<file path="src/rtl/ddr_wr_data_capture_pkg.sv">
// Shared types and constants for the DDR write-data capture block.
// Command bundle, capture FSM states and burst/preamble encodings.
package ddr_wr_data_capture_pkg;

    typedef struct packed {
        logic [3:0] bl;
        logic [1:0] pre;
    } wr_cap_cmd_t;

    typedef enum logic [1:0] {
        IDLE,
        WAIT_PRE,
        CAPTURE,
        DONE
    } cap_state_e;

    localparam logic [3:0] BL4  = 4'd4;
    localparam logic [3:0] BL8  = 4'd8;
    localparam logic [1:0] PRE1 = 2'd1;
    localparam logic [1:0] PRE2 = 2'd2;

    // Anything other than the two legal encodings falls back to BL8 / 1-cycle
    function automatic wr_cap_cmd_t wr_cap_coerce(
        input logic [3:0] bl,
        input logic [1:0] pre
    );
        wr_cap_cmd_t c;
        c.bl  = (bl == BL4) ? BL4 : BL8;
        c.pre = (pre == PRE2) ? PRE2 : PRE1;
        return c;
    endfunction

endpackage

</file>
<file path="src/rtl/ddr_wr_data_capture_cmd_fifo.sv">
// Synchronous command FIFO for queued write commands.
// A push while full is taken only when a pop frees a slot in the same cycle.
module wr_cap_cmd_fifo
    import ddr_wr_data_capture_pkg::*;
#(
    parameter int DEPTH = 4
) (
    input  logic        clk,
    input  logic        rst_n,
    input  logic        push,
    input  logic        pop,
    input  wr_cap_cmd_t din,
    output wr_cap_cmd_t dout,
    output logic        full,
    output logic        empty
);

    localparam int AW = $clog2(DEPTH);

    wr_cap_cmd_t    mem [DEPTH];
    logic [AW:0]    wr_ptr_q;
    logic [AW:0]    rd_ptr_q;
    logic           do_push;
    logic           do_pop;

    assign empty   = (wr_ptr_q == rd_ptr_q);
    assign full    = (wr_ptr_q[AW] != rd_ptr_q[AW]) &&
                     (wr_ptr_q[AW-1:0] == rd_ptr_q[AW-1:0]);
    assign do_pop  = pop && !empty;
    assign do_push = push && (!full || do_pop);
    assign dout    = mem[rd_ptr_q[AW-1:0]];

    always_ff @(posedge clk or negedge rst_n) begin
        if (!rst_n) begin
            wr_ptr_q <= '0;
            rd_ptr_q <= '0;
        end else begin
            if (do_push)
                wr_ptr_q <= wr_ptr_q + 1'b1;
            if (do_pop)
                rd_ptr_q <= rd_ptr_q + 1'b1;
        end
    end

    always_ff @(posedge clk) begin
        if (do_push)
            mem[wr_ptr_q[AW-1:0]] <= din;
    end

endmodule

</file>
<file path="src/rtl/ddr_wr_data_capture.sv">
// DRAM-side write burst receiver: preamble detect, strobe-driven deserializer.
// Define WR_CAP_TIMEOUT_EN to bound the wait for the write preamble.
module ddr_wr_data_capture
    import ddr_wr_data_capture_pkg::*;
#(
    parameter int DQ_W        = 8,
    parameter int MAX_BL      = 8,
    parameter int CMD_DEPTH   = 4,
    parameter int TIMEOUT_CYC = 16
) (
    input  logic                   CK_t,
    input  logic                   reset_n,
    input  logic                   wr_cmd,
    input  logic [3:0]             wr_bl,
    input  logic [1:0]             wr_pre,
    input  logic [DQ_W-1:0]        dq,
    input  logic                   dqs_t,
    input  logic                   dqs_c,
    output logic [DQ_W*MAX_BL-1:0] wr_word,
    output logic                   wr_word_valid,
    output logic [3:0]             wr_word_bl,
    output logic                   busy,
    output logic                   cmd_full,
    output logic                   cmd_overflow,
    output logic                   dqs_err,
    output logic                   timeout_err
);

    localparam int WW = DQ_W * MAX_BL;

    cap_state_e        state_q;
    cap_state_e        state_d;
    wr_cap_cmd_t       cur_q;
    wr_cap_cmd_t       fifo_dout;
    logic              fifo_full;
    logic              fifo_empty;
    logic              fifo_pop;
    logic              cmd_drop;
    logic [1:0]        pre_cnt_q;
    logic [1:0]        pre_nxt;
    logic [3:0]        beat_cnt_q;
    logic [WW-1:0]     shift_q;
    logic              dqs_t_q;
    logic              dqs_err_q;
    logic              overflow_q;
    logic              toggle;
    logic              pre_hit;
    logic              pre_done;
    logic              last_beat;
    logic              to_hit;

    wr_cap_cmd_fifo #(
        .DEPTH (CMD_DEPTH)
    ) u_fifo (
        .clk   (CK_t),
        .rst_n (reset_n),
        .push  (wr_cmd),
        .pop   (fifo_pop),
        .din   (wr_cap_coerce(wr_bl, wr_pre)),
        .dout  (fifo_dout),
        .full  (fifo_full),
        .empty (fifo_empty)
    );

    // Idle bus (dqs_t=dqs_c=1) must not count as preamble
    assign pre_hit   = dqs_t && !dqs_c;
    assign pre_nxt   = pre_cnt_q + 2'd1;
    assign pre_done  = pre_hit && (pre_nxt == cur_q.pre);
    assign toggle    = dqs_t ^ dqs_t_q;
    assign last_beat = (beat_cnt_q == cur_q.bl - 4'd1);
    assign fifo_pop  = (state_q == IDLE) && !fifo_empty;
    assign cmd_drop  = wr_cmd && fifo_full && !fifo_pop;

`ifdef WR_CAP_TIMEOUT_EN
    localparam int TO_W = $clog2(TIMEOUT_CYC + 1);

    logic [TO_W-1:0] to_cnt_q;
    logic            timeout_q;

    assign to_hit = (state_q == WAIT_PRE) &&
                    (to_cnt_q == TO_W'(TIMEOUT_CYC - 1));

    always_ff @(posedge CK_t or negedge reset_n) begin
        if (!reset_n) begin
            to_cnt_q  <= '0;
            timeout_q <= 1'b0;
        end else begin
            if (fifo_pop)
                to_cnt_q <= '0;
            else if (state_q == WAIT_PRE)
                to_cnt_q <= to_cnt_q + 1'b1;
            timeout_q <= to_hit && !pre_done;
        end
    end

    assign timeout_err = timeout_q;
`else
    assign to_hit      = (TIMEOUT_CYC < 0);
    assign timeout_err = 1'b0;
`endif

    always_ff @(posedge CK_t or negedge reset_n) begin
        if (!reset_n)
            state_q <= IDLE;
        else
            state_q <= state_d;
    end

    always_comb begin
        state_d = state_q;
        unique case (state_q)
            IDLE: begin
                if (!fifo_empty)
                    state_d = WAIT_PRE;
            end
            WAIT_PRE: begin
                if (pre_done)
                    state_d = CAPTURE;
                else if (to_hit)
                    state_d = IDLE;
            end
            CAPTURE: begin
                if (!toggle)
                    state_d = IDLE;
                else if (last_beat)
                    state_d = DONE;
            end
            DONE: begin
                state_d = IDLE;
            end
        endcase
    end

    always_comb begin
        wr_word_valid = 1'b0;
        wr_word       = '0;
        wr_word_bl    = '0;
        if (state_q == DONE) begin
            wr_word_valid = 1'b1;
            wr_word       = shift_q;
            wr_word_bl    = cur_q.bl;
        end
    end

    assign busy         = (state_q != IDLE) || !fifo_empty;
    assign cmd_full     = fifo_full;
    assign cmd_overflow = overflow_q;
    assign dqs_err      = dqs_err_q;

    always_ff @(posedge CK_t or negedge reset_n) begin
        if (!reset_n) begin
            cur_q      <= '0;
            pre_cnt_q  <= '0;
            beat_cnt_q <= '0;
            shift_q    <= '0;
            dqs_t_q    <= 1'b0;
            dqs_err_q  <= 1'b0;
            overflow_q <= 1'b0;
        end else begin
            dqs_t_q   <= dqs_t;
            dqs_err_q <= (state_q == CAPTURE) && !toggle;
            if (cmd_drop)
                overflow_q <= 1'b1;
            unique case (state_q)
                IDLE: begin
                    if (fifo_pop) begin
                        cur_q     <= fifo_dout;
                        pre_cnt_q <= '0;
                        shift_q   <= '0;
                    end
                end
                WAIT_PRE: begin
                    pre_cnt_q <= pre_hit ? pre_nxt : 2'd0;
                    if (pre_done)
                        beat_cnt_q <= '0;
                end
                CAPTURE: begin
                    if (toggle) begin
                        for (int i = 0; i < MAX_BL; i++)
                            if (beat_cnt_q == 4'(i))
                                shift_q[i*DQ_W +: DQ_W] <= dq;
                        beat_cnt_q <= beat_cnt_q + 4'd1;
                    end else begin
                        shift_q <= '0;
                    end
                end
                DONE: begin
                    shift_q <= '0;
                end
            endcase
        end
    end

endmodule

</file>
<file path="config.mk">
export PLATFORM = sky130hd
export DESIGN_NAME = ddr_wr_data_capture
export DESIGN_NICKNAME = d
export VERILOG_FILES = /design/src/rtl/ddr_wr_data_capture_pkg.sv /design/src/rtl/ddr_wr_data_capture_cmd_fifo.sv /design/src/rtl/ddr_wr_data_capture.sv
export SDC_FILE = /design/constraint.sdc
export NUM_CORES = 1
export LEC_CHECK = 0
export ABC_AREA = 1
export CORE_ASPECT_RATIO = 1.5
export CORE_UTILIZATION = 53
export CTS_CLUSTER_SIZE = 25
export DETAILED_ROUTE_END_ITERATION = 6
export GPL_ROUTABILITY_DRIVEN = 0
export PLACE_DENSITY = 0.89
export RECOVER_POWER = 100
export SKIP_CTS_REPAIR_TIMING = 1
export SLEW_MARGIN = 20
export SYNTH_ARGS = -nofsm -noshare
export SYNTH_HDL_FRONTEND = slang
export SYNTH_SLANG_ARGS = --single-unit
</file>
<file path="constraint.sdc">
create_clock -name CK_t -period 2 [get_ports CK_t]
set_input_delay 0.6 -clock CK_t [delete_from_list [all_inputs] [get_ports CK_t]]
set_output_delay 0.6 -clock CK_t [all_outputs]
set_load 0.005 [all_outputs]
</file>
==> impl_summary.md, run 1 <==
Status
The run finished, with violations left. The checks that failed: setup timing.

STA
The final worst clock skew is 0.008705 ns. The max-slew headroom at the worst pin is approximately 53%. The count of endpoints failing setup in the final report is 4. The max-slew violation count is 0. Setup repair after global routing could not meet its margin everywhere. The count of final hold-check violations is 0. Counting I/O delays and the setup requirement, the final critical path takes 2.267 ns. Across all setup checks in the final design, the least slack found is -0.2670 ns.

At the pin with the least slew margin, the transition time is ~0.7 ns. The highest achievable clock rate is 441.1 MHz. The worst path uses 113.3% of the clock period.

Setup path
The critical path is of the reg2out type. The biggest fanout along the worst timing path is 15. The kind of cell with the highest combined delay along the critical path is buffers and inverters.

Walking the worst path, the cells encountered are nand2_4 -> buf_6 -> nor2_1 -> clkdlybuf4s50_1. The worst setup path is captured at an output port. The sort of element at the start of the critical path is a register. The reg-to-reg startpoint is u_fifo.wr_ptr_q[1]$_DFFE_PN0N_. The largest individual stage delay along the critical path comes from the cell sky130_fd_sc_hd__clkdlybuf4s50_1.

The worst reg-to-reg setup slack is 0.19 ns. The worst register-to-register path ends at shift_q[31]$_DFFE_PN0P_. At the worst endpoint, the arrival time is 1.67 ns. The largest single stage delay on the critical path is 0.50 ns. STA puts the critical path data required time at 1.40 ns. The critical path contains buffers and inverters numbering 2 combined. For the worst flop-to-flop path, the logic depth is 7.

Logic synthesis
Summing every instance area after synthesis gives between 5000 and 6000 µm². After synthesis, the cell types taking the most area are sky130_fd_sc_hd__dfrtp_1 41%, sky130_fd_sc_hd__nand2_1 14%, sky130_fd_sc_hd__edfxtp_1 9.2%, sky130_fd_sc_hd__nand3_1 7.2%, sky130_fd_sc_hd__inv_1 7.0%. The cell with the most instances after synthesis is sky130_fd_sc_hd__nand2_1. The number of synthesized register bits is 101. Yosys mapped the design onto 34 distinct sky130hd cell types. After synthesis, the most frequently instantiated cells are 196 x sky130_fd_sc_hd__nand2_1, 98 x sky130_fd_sc_hd__inv_1, 85 x sky130_fd_sc_hd__dfrtp_1. The count of flip-flops with a built-in enable after synthesis is 16.

The average size of a mapped cell is 7.910 µm². The number of standard cells after synthesis is around 660. The number of warning messages in the yosys log is 0. In the synthesized netlist the dominant register cell turns out to be sky130_fd_sc_hd__dfrtp_1. The share of the synthesized area in the top cell type is about two fifths. Summing the sequential cell areas from Yosys gives 49.87% of the chip area. Counting flops with an async set or reset pin after synthesis yields a share of 84.16%. The library cell with the largest summed area after synthesis is sky130_fd_sc_hd__dfrtp_1.

Finish
The count of antenna diodes in the layout is 0. Of the cells placed in the final design, the portion with a size suffix greater than 1 is between 10 and 15%. The final net count is 811. The post-synthesis to final-layout area growth is 32.38%.

The count of filler cells inserted in the layout is 660.

Clocking
The number of clock buffers added by TritonCTS is 9. The clock-pin slew on the worst setup and hold paths is approximately 0.060 ns. The later pin in the worst-skew pair is clocked with a latency of 0.35 ns. TritonCTS built the clock tree.

The clock passes through at most 2 buffers. In this run the clock root is driven by a sky130_fd_sc_hd__clkbuf_16. The total number of clock tree sinks is roughly 100.

CTS built an H-tree with a depth of 3.

Floorplanning
The floorplan has 44 rows. The floorplan step defined a core boundary enclosing 9634 µm². The die outline area is 10,280 µm². The height of the chip is around 120 µm. For this configuration, the core starts out at a cell density of between 50% and 60%.

The chip width is 83.10 µm. The number of top-level pins is 93.

Power and ir drop
The maximum vdd drop is 0.0007313 V. The leakage power is 4.411 nW. Dividing total power by cell area gives a power density of about 1300 nW/µm².

The overall power consumption is 8.673 mW.

GRT
For this run the aggregate overflow at the end of global routing stands at 0. The number of global-route vias before repair is between 4,000 and 5,000. The number of antenna violations at the first check in global routing is 0. Global routing used 25.19% of the available tracks. The first global-routing pass estimated 20,510 µm of wire. Entering global routing, the biggest net connects 74 pins.

Route
In the routed design, unresolved DRC markers number 0. Dividing the detail-routed wire length by the instance count gives 14.46 µm. The first routing iteration left about 380 violations. Dividing the detail-routed via count by the number of cells gives 5.210. The number of nets with antenna violations after detailed routing is 0. The final wirelength is 13,060 µm. The number of detailed-route iterations in the first pass is 5. The routed layout has 4,705 vias.

Place
After legalization and detailed placement, the total HPWL measured 9075 µm. The worst slack at placement is -0.2062 ns. In this run the tool buffered the top-level ports with 89 buffer cells.

Job
The number of max-cap violations is 0.

Worst hold path
The tightest min-delay check is of the in2async type.
[worst register-to-register path: stages, from the launching register on]
cell and delay (ns):
sky130_fd_sc_hd__dfrtp_2 0.44, sky130_fd_sc_hd__xnor2_4 0.16, sky130_fd_sc_hd__buf_6 0.13, sky130_fd_sc_hd__nand4_4 0.09, sky130_fd_sc_hd__buf_6 0.45, sky130_fd_sc_hd__nand2_2 0.23
sky130_fd_sc_hd__nand2_1 0.13, sky130_fd_sc_hd__nand2_1 0.06
[per-stage QoR]
step / instance area (µm²) / util, % / hold slack (ns) / cells / TNS [ns]
floorplan: 5236 / - / 0.3044 / 663 / 0
global placement: 6392 / 66.35 / 0.4481 / 882 / -8.063
detailed placement: 6392 / 66.35 / 0.4520 / 882 / -11.87
CTS: 6705 / 69.60 / 0.08353 / 898 / -25.16
global route: 6922 / 71.84 / 0.2998 / 903 / -1.210
finish: 6922 / 71.84 / 0.2411 / 903 / -0.8080
[layout by cell type, fill, tap and decap left out, types with 2 or more instances in the layout]
cell	instances
sky130_fd_sc_hd__dfrtp_2	6
sky130_fd_sc_hd__nand2_1	196
sky130_fd_sc_hd__clkdlybuf4s50_1	19
sky130_fd_sc_hd__nor2_1	81
sky130_fd_sc_hd__o21ai_0	10
sky130_fd_sc_hd__nand2_2	8
sky130_fd_sc_hd__edfxtp_1	16
sky130_fd_sc_hd__nor2_4	2
sky130_fd_sc_hd__conb_1	3
sky130_fd_sc_hd__buf_6	5
sky130_fd_sc_hd__dfrtp_1	79
sky130_fd_sc_hd__buf_4	32
sky130_fd_sc_hd__xnor2_1	2
sky130_fd_sc_hd__inv_1	98
sky130_fd_sc_hd__nand2_4	4
sky130_fd_sc_hd__clkbuf_2	4
sky130_fd_sc_hd__nor2_2	11
sky130_fd_sc_hd__xnor2_4	3
sky130_fd_sc_hd__clkbuf_16	10
sky130_fd_sc_hd__clkbuf_1	5
sky130_fd_sc_hd__o21ai_1	11
sky130_fd_sc_hd__clkbuf_4	2
sky130_fd_sc_hd__mux2i_1	3
sky130_fd_sc_hd__dlygate4sd3_1	2
sky130_fd_sc_hd__inv_2	11
sky130_fd_sc_hd__nand4_1	2
sky130_fd_sc_hd__nand3_1	75
sky130_fd_sc_hd__buf_12	2
sky130_fd_sc_hd__o22ai_1	3
sky130_fd_sc_hd__dlymetal6s2s_1	63
sky130_fd_sc_hd__ha_1	9
[routing by layer]
layer  vias to the layer above  global-route usage (%)  wire [µm]
met4                         0                   10.56        394
met3                        35                   4.639        649
met1                      2231                   28.75       4863
met2                       184                   46.47       7154
li1                       2255                       -          -
met5                         -                       0          0
[logic make-up after synthesis]
group,share of synthesized area [%]
compound gates,2.824
simple gates,31.20
other cells,0.07172
xor+xnor,1.867
fa+ha+maj,2.154
flops,49.87
buf+inv,11.44
mux,0.5743
[flip-flops by register name (all words and copies together) (netlist names)]
register         flops
beat_cnt_q           4
cmd_overflow         1
cur_q                4
dqs_err              1
dqs_t_q              1
pre_cnt_q            2
shift_q             64
state_q              2
u_fifo.mem          16
u_fifo.rd_ptr_q      3
u_fifo.wr_ptr_q      3
[worst max path at each step]
| stage | from | cells past startpoint | slack [ns] | to |
|---|---|---|---|---|
| after CTS | state_q[1]$_DFFE_PN0P_ | 4 | -0.46 | wr_word[40] |
| final | state_q[0]$_DFFE_PN0P_ | 4 | -0.27 | wr_word[50] |
| after global placement | dqs_t | 11 | -0.14 | shift_q[41]$_DFFE_PN0P_ |
| after global routing | state_q[0]$_DFFE_PN0P_ | 4 | -0.33 | wr_word[50] |
| after floorplan | u_fifo.rd_ptr_q[1]$_DFFE_PN0P_ | 5 | 0.28 | busy |
| after detailed placement | dqs_t | 11 | -0.21 | shift_q[49]$_DFFE_PN0P_ |
[report_power, final]
| part | internal (mW) | total [mW] | switching (mW) |
|---|---|---|---|
| Clock | 1.08 | 1.81 | 0.733 |
| Sequential | 2.62 | 3.04 | 0.419 |
| Combinational | 1.41 | 3.82 | 2.41 |
[area by class of cell]
class | count | area (µm²) | share of cell area [%]
clock buffer | 13 | 271.5 | 3.923
clock inverter | 3 | 41.29 | 0.5965
inverter | 109 | 409.1 | 5.911
multi-input combinational | 430 | 2059 | 29.75
sequential | 101 | 2615 | 37.78
tap | 115 | 143.9 | 2.079
timing repair buffer | 132 | 1381 | 19.96
Note: power is estimated with default switching activity, not from simulation.
==> run 2: changes to the inputs <==
Settings changed: CAP_MARGIN set to 5.
==> results of run 2 <==
Same layout as run 1: the final DEF is identical, and so are final timing and power.
==> run 3: changes to the inputs <==
Settings changed: CAP_MARGIN 5 to 20.
==> results of run 3 <==
Same layout as run 1: the final DEF is identical, and so are final timing and power.
==> edit: new RTL, flow settings as in run 3 <==
Add a define of `WR_CAP_TIMEOUT_EN`.
--- a/src/rtl/ddr_wr_data_capture.sv
+++ b/src/rtl/ddr_wr_data_capture.sv
@@ -1,5 +1,7 @@
 // DRAM-side write burst receiver: preamble detect, strobe-driven deserializer.
 // Define WR_CAP_TIMEOUT_EN to bound the wait for the write preamble.
+`define WR_CAP_TIMEOUT_EN
+
 module ddr_wr_data_capture
     import ddr_wr_data_capture_pkg::*;
 #(
Behaviour: no difference found for any inputs over 10 cycles, from zero or initial values and one cycle with reset_n low; that may be too few to reach the edited logic, so the function may still have changed.
==> edit against run 3 <==
- the run still ends with setup timing left
- power is 18% lower
- final area is 2.6% higher
- clock skew is 2.4 ps lower
- register-to-register slack worse by 130 ps
- area after synthesis is 5.9% higher
- wire length is 1.2% higher
- sequential cell count is 6 higher
- global-route usage is 1.1 points lower
- setup slack better by 85 ps
==> edit: results (changes against run 3) <==
* Status: finished with violations (unchanged)
* Failing checks: setup timing (unchanged)
* Wirelength per Cell at 14.08 µm (was 14.46 µm)
* Pin count of the biggest net entering global routing at 92 (was 74)
* Static Leak at 4.343 nW (was 4.411 nW)
* # port buffers at 90 (was 89)
* P_int at 4.331 mW (was 5.114 mW)
* Worst-path maximum fanout at 2 (was 15)
* Synth top cells by count: 199 x nand2_1, 102 x nor2_1, 99 x inv_1 (was 196 x nand2_1, 98 x inv_1, 85 x dfrtp_1)
* Clk buf depth at 2 (unchanged)
* Total GRT Usage at 0.2413 (was 0.2519)
* Synth Instances at 701 (was 661)
* HPWL after detailed placement at 8916 µm (was 9075 µm)
* CTS buffer count at 9 (unchanged)
* First-pass GRT wire length at 20620 µm (was 20510 µm)
* Worst Hold Class: reg -> reg (was in -> async)
* CP arrival at 1580 ps (was 1670 ps)
* Placed Cells at 918 (was 882)
* Clk pin slew, worst setup/hold paths at 70 ps
* Post-route insts no fill at 939 (was 903)
* DR iter-0 viols at 290 (was 379)
* Synth Flop Type: dfrtp_1 (unchanged)
* Initial antenna violation count at 1 (was 0)
* Biggest register: shift_q (unchanged)
* Fin Clk Skew at 6.275 ps (was 8.705 ps)
* Yosys warnings at 0 (unchanged)
* Place WS at -223.1 ps (was -206.2 ps)
* CTS Root Cell: clkbuf_16 (unchanged)
* Max-slew headroom at 0.1786 (was 0.5326)
* Finish-stage setup viols at 2 (was 4)
* Routed vias/inst at 5.178 (was 5.210)
* Total iterations of the first detailed-routing run at 5 (unchanged)
* Skew-Pair Late Insertion Delay at 350 ps (about the same)
* Layout cell share with drive strength beyond 1 at 0.1425 (was 0.1345)
* Ys async rst share at 0.8505 (was 0.8416)
* Nets at 847 (was 811)
* Max reg flops at 64 (unchanged)
* Final WS setup at -182.0 ps (was -267.0 ps)
* Ranking of synthesized cells by area: dfrtp_1 41%, nand2_1 13%, edfxtp_1 8.7%, nand3_1 7.4%, nor2_1 6.9% (was dfrtp_1 41%, nand2_1 14%, edfxtp_1 9.2%, nand3_1 7.2%, inv_1 7.0%)
* Sequential-to-total area share from yosys stat at 0.4981 (was 0.4987)
* Vias in the first global route at 4510 (was 4396)
* Depth of the CTS H-tree at 3 (unchanged)
* Post-synth cell types at 32 (was 34)
* EDFF count, synth at 16 (unchanged)
* Max VDD drop at 0.0006688 V (was 0.0007313 V)
-- edit: changes by cell type in the layout (fill, tap and decap cells not counted), moves of 6 or more --
cell,change
dfrtp_1,+11
nand3_1,+7
dlymetal6s2s_1,-9
nand2_2,+6
nor2_1,+9
o21ai_0,+13
buf_2,+10
o21ai_1,-11
-- edit: per-stage QoR --
step / cell area, µm² / TNS (ps) / hold slack [ps]
3_5_place_dp: 6680 / -7431 / 458.6
5_1_grt: 7103 / -2332 / 498.4
4_1_cts: 6942 / -19270 / 309.5
3_3_place_gp: 6680 / -6598 / 453.2
2_1_floorplan: 5540 / 0 / 304.4
6_report: 7103 / -185.4 / 473.5
-- edit: cell type report --
cell class	instances	area [µm²]
Sequential cell	107	2759
Multi-Input combinational cell	462	2215
Inverter	110	425.4
Timing Repair Buffer	127	1294
Antenna cell	1	2.502
Fill cell	732	3032
Clock inverter	3	15.01
Clock buffer	12	246.5
Tap cell	117	146.4
-- edit: logic make-up after synthesis --
group / count (synthesis) / share of synthesized area
compound gates: 27 / 0.02531
xor+xnor: 7 / 0.01243
fa+ha+maj: 11 / 0.02486
buf+inv: 133 / 0.1103
flops: 107 / 0.4981
other cells: 1 / 0.0006773
simple gates: 415 / 0.3284
-- edit: worst max-delay path: stages (launching register included) --
cell,delay [ps]
dfrtp_1,430
xnor2_2,200
buf_4,150
nand4_1,240
clkbuf_2,210
-- edit: path summary, 6_finish.rpt --
path | startpoint | end | slack (ps) | depth (start not counted)
min in group asynchronous | reset_n | to_cnt_q[1]$_DFFE_PN0P_ | 620 | 2
max | u_fifo.rd_ptr_q[0]$_DFFE_PN0P_ | busy | -180 | 4
min reg2reg | shift_q[29]$_DFFE_PN0P_ | shift_q[29]$_DFFE_PN0P_ | 470 | 2
max reg2reg | u_fifo.rd_ptr_q[0]$_DFFE_PN0P_ | shift_q[0]$_DFFE_PN0P_ | 60 | 8
min | shift_q[29]$_DFFE_PN0P_ | shift_q[29]$_DFFE_PN0P_ | 470 | 2
max in group asynchronous | reset_n | state_q[0]$_DFFE_PN0P_ | 560 | 2
-- edit: per-layer routing --
layer / up-vias / share of wire / wire length (µm) / global-route usage
met1: 2286 / 0.37 / 4883 / 0.2699
met2: 167 / 0.54 / 7154 / 0.4424
met4: 0 / 0.051 / 672 / 0.1392
met5: - / 0 / 0 / 0
li1: 2363 / - / - / -
met3: 46 / 0.039 / 511 / 0.02261
-- edit: power by group through the flow --
stage	Combinational (mW)	Sequential, mW	Clock (mW)
3_5_place_dp	2.57	2.74	0
3_3_place_gp	2.49	2.72	0
6_report	2.77	2.71	1.62
5_1_grt	3.08	2.74	1.70
2_1_floorplan	1.94	2.71	0
4_1_cts	2.61	2.70	1.61
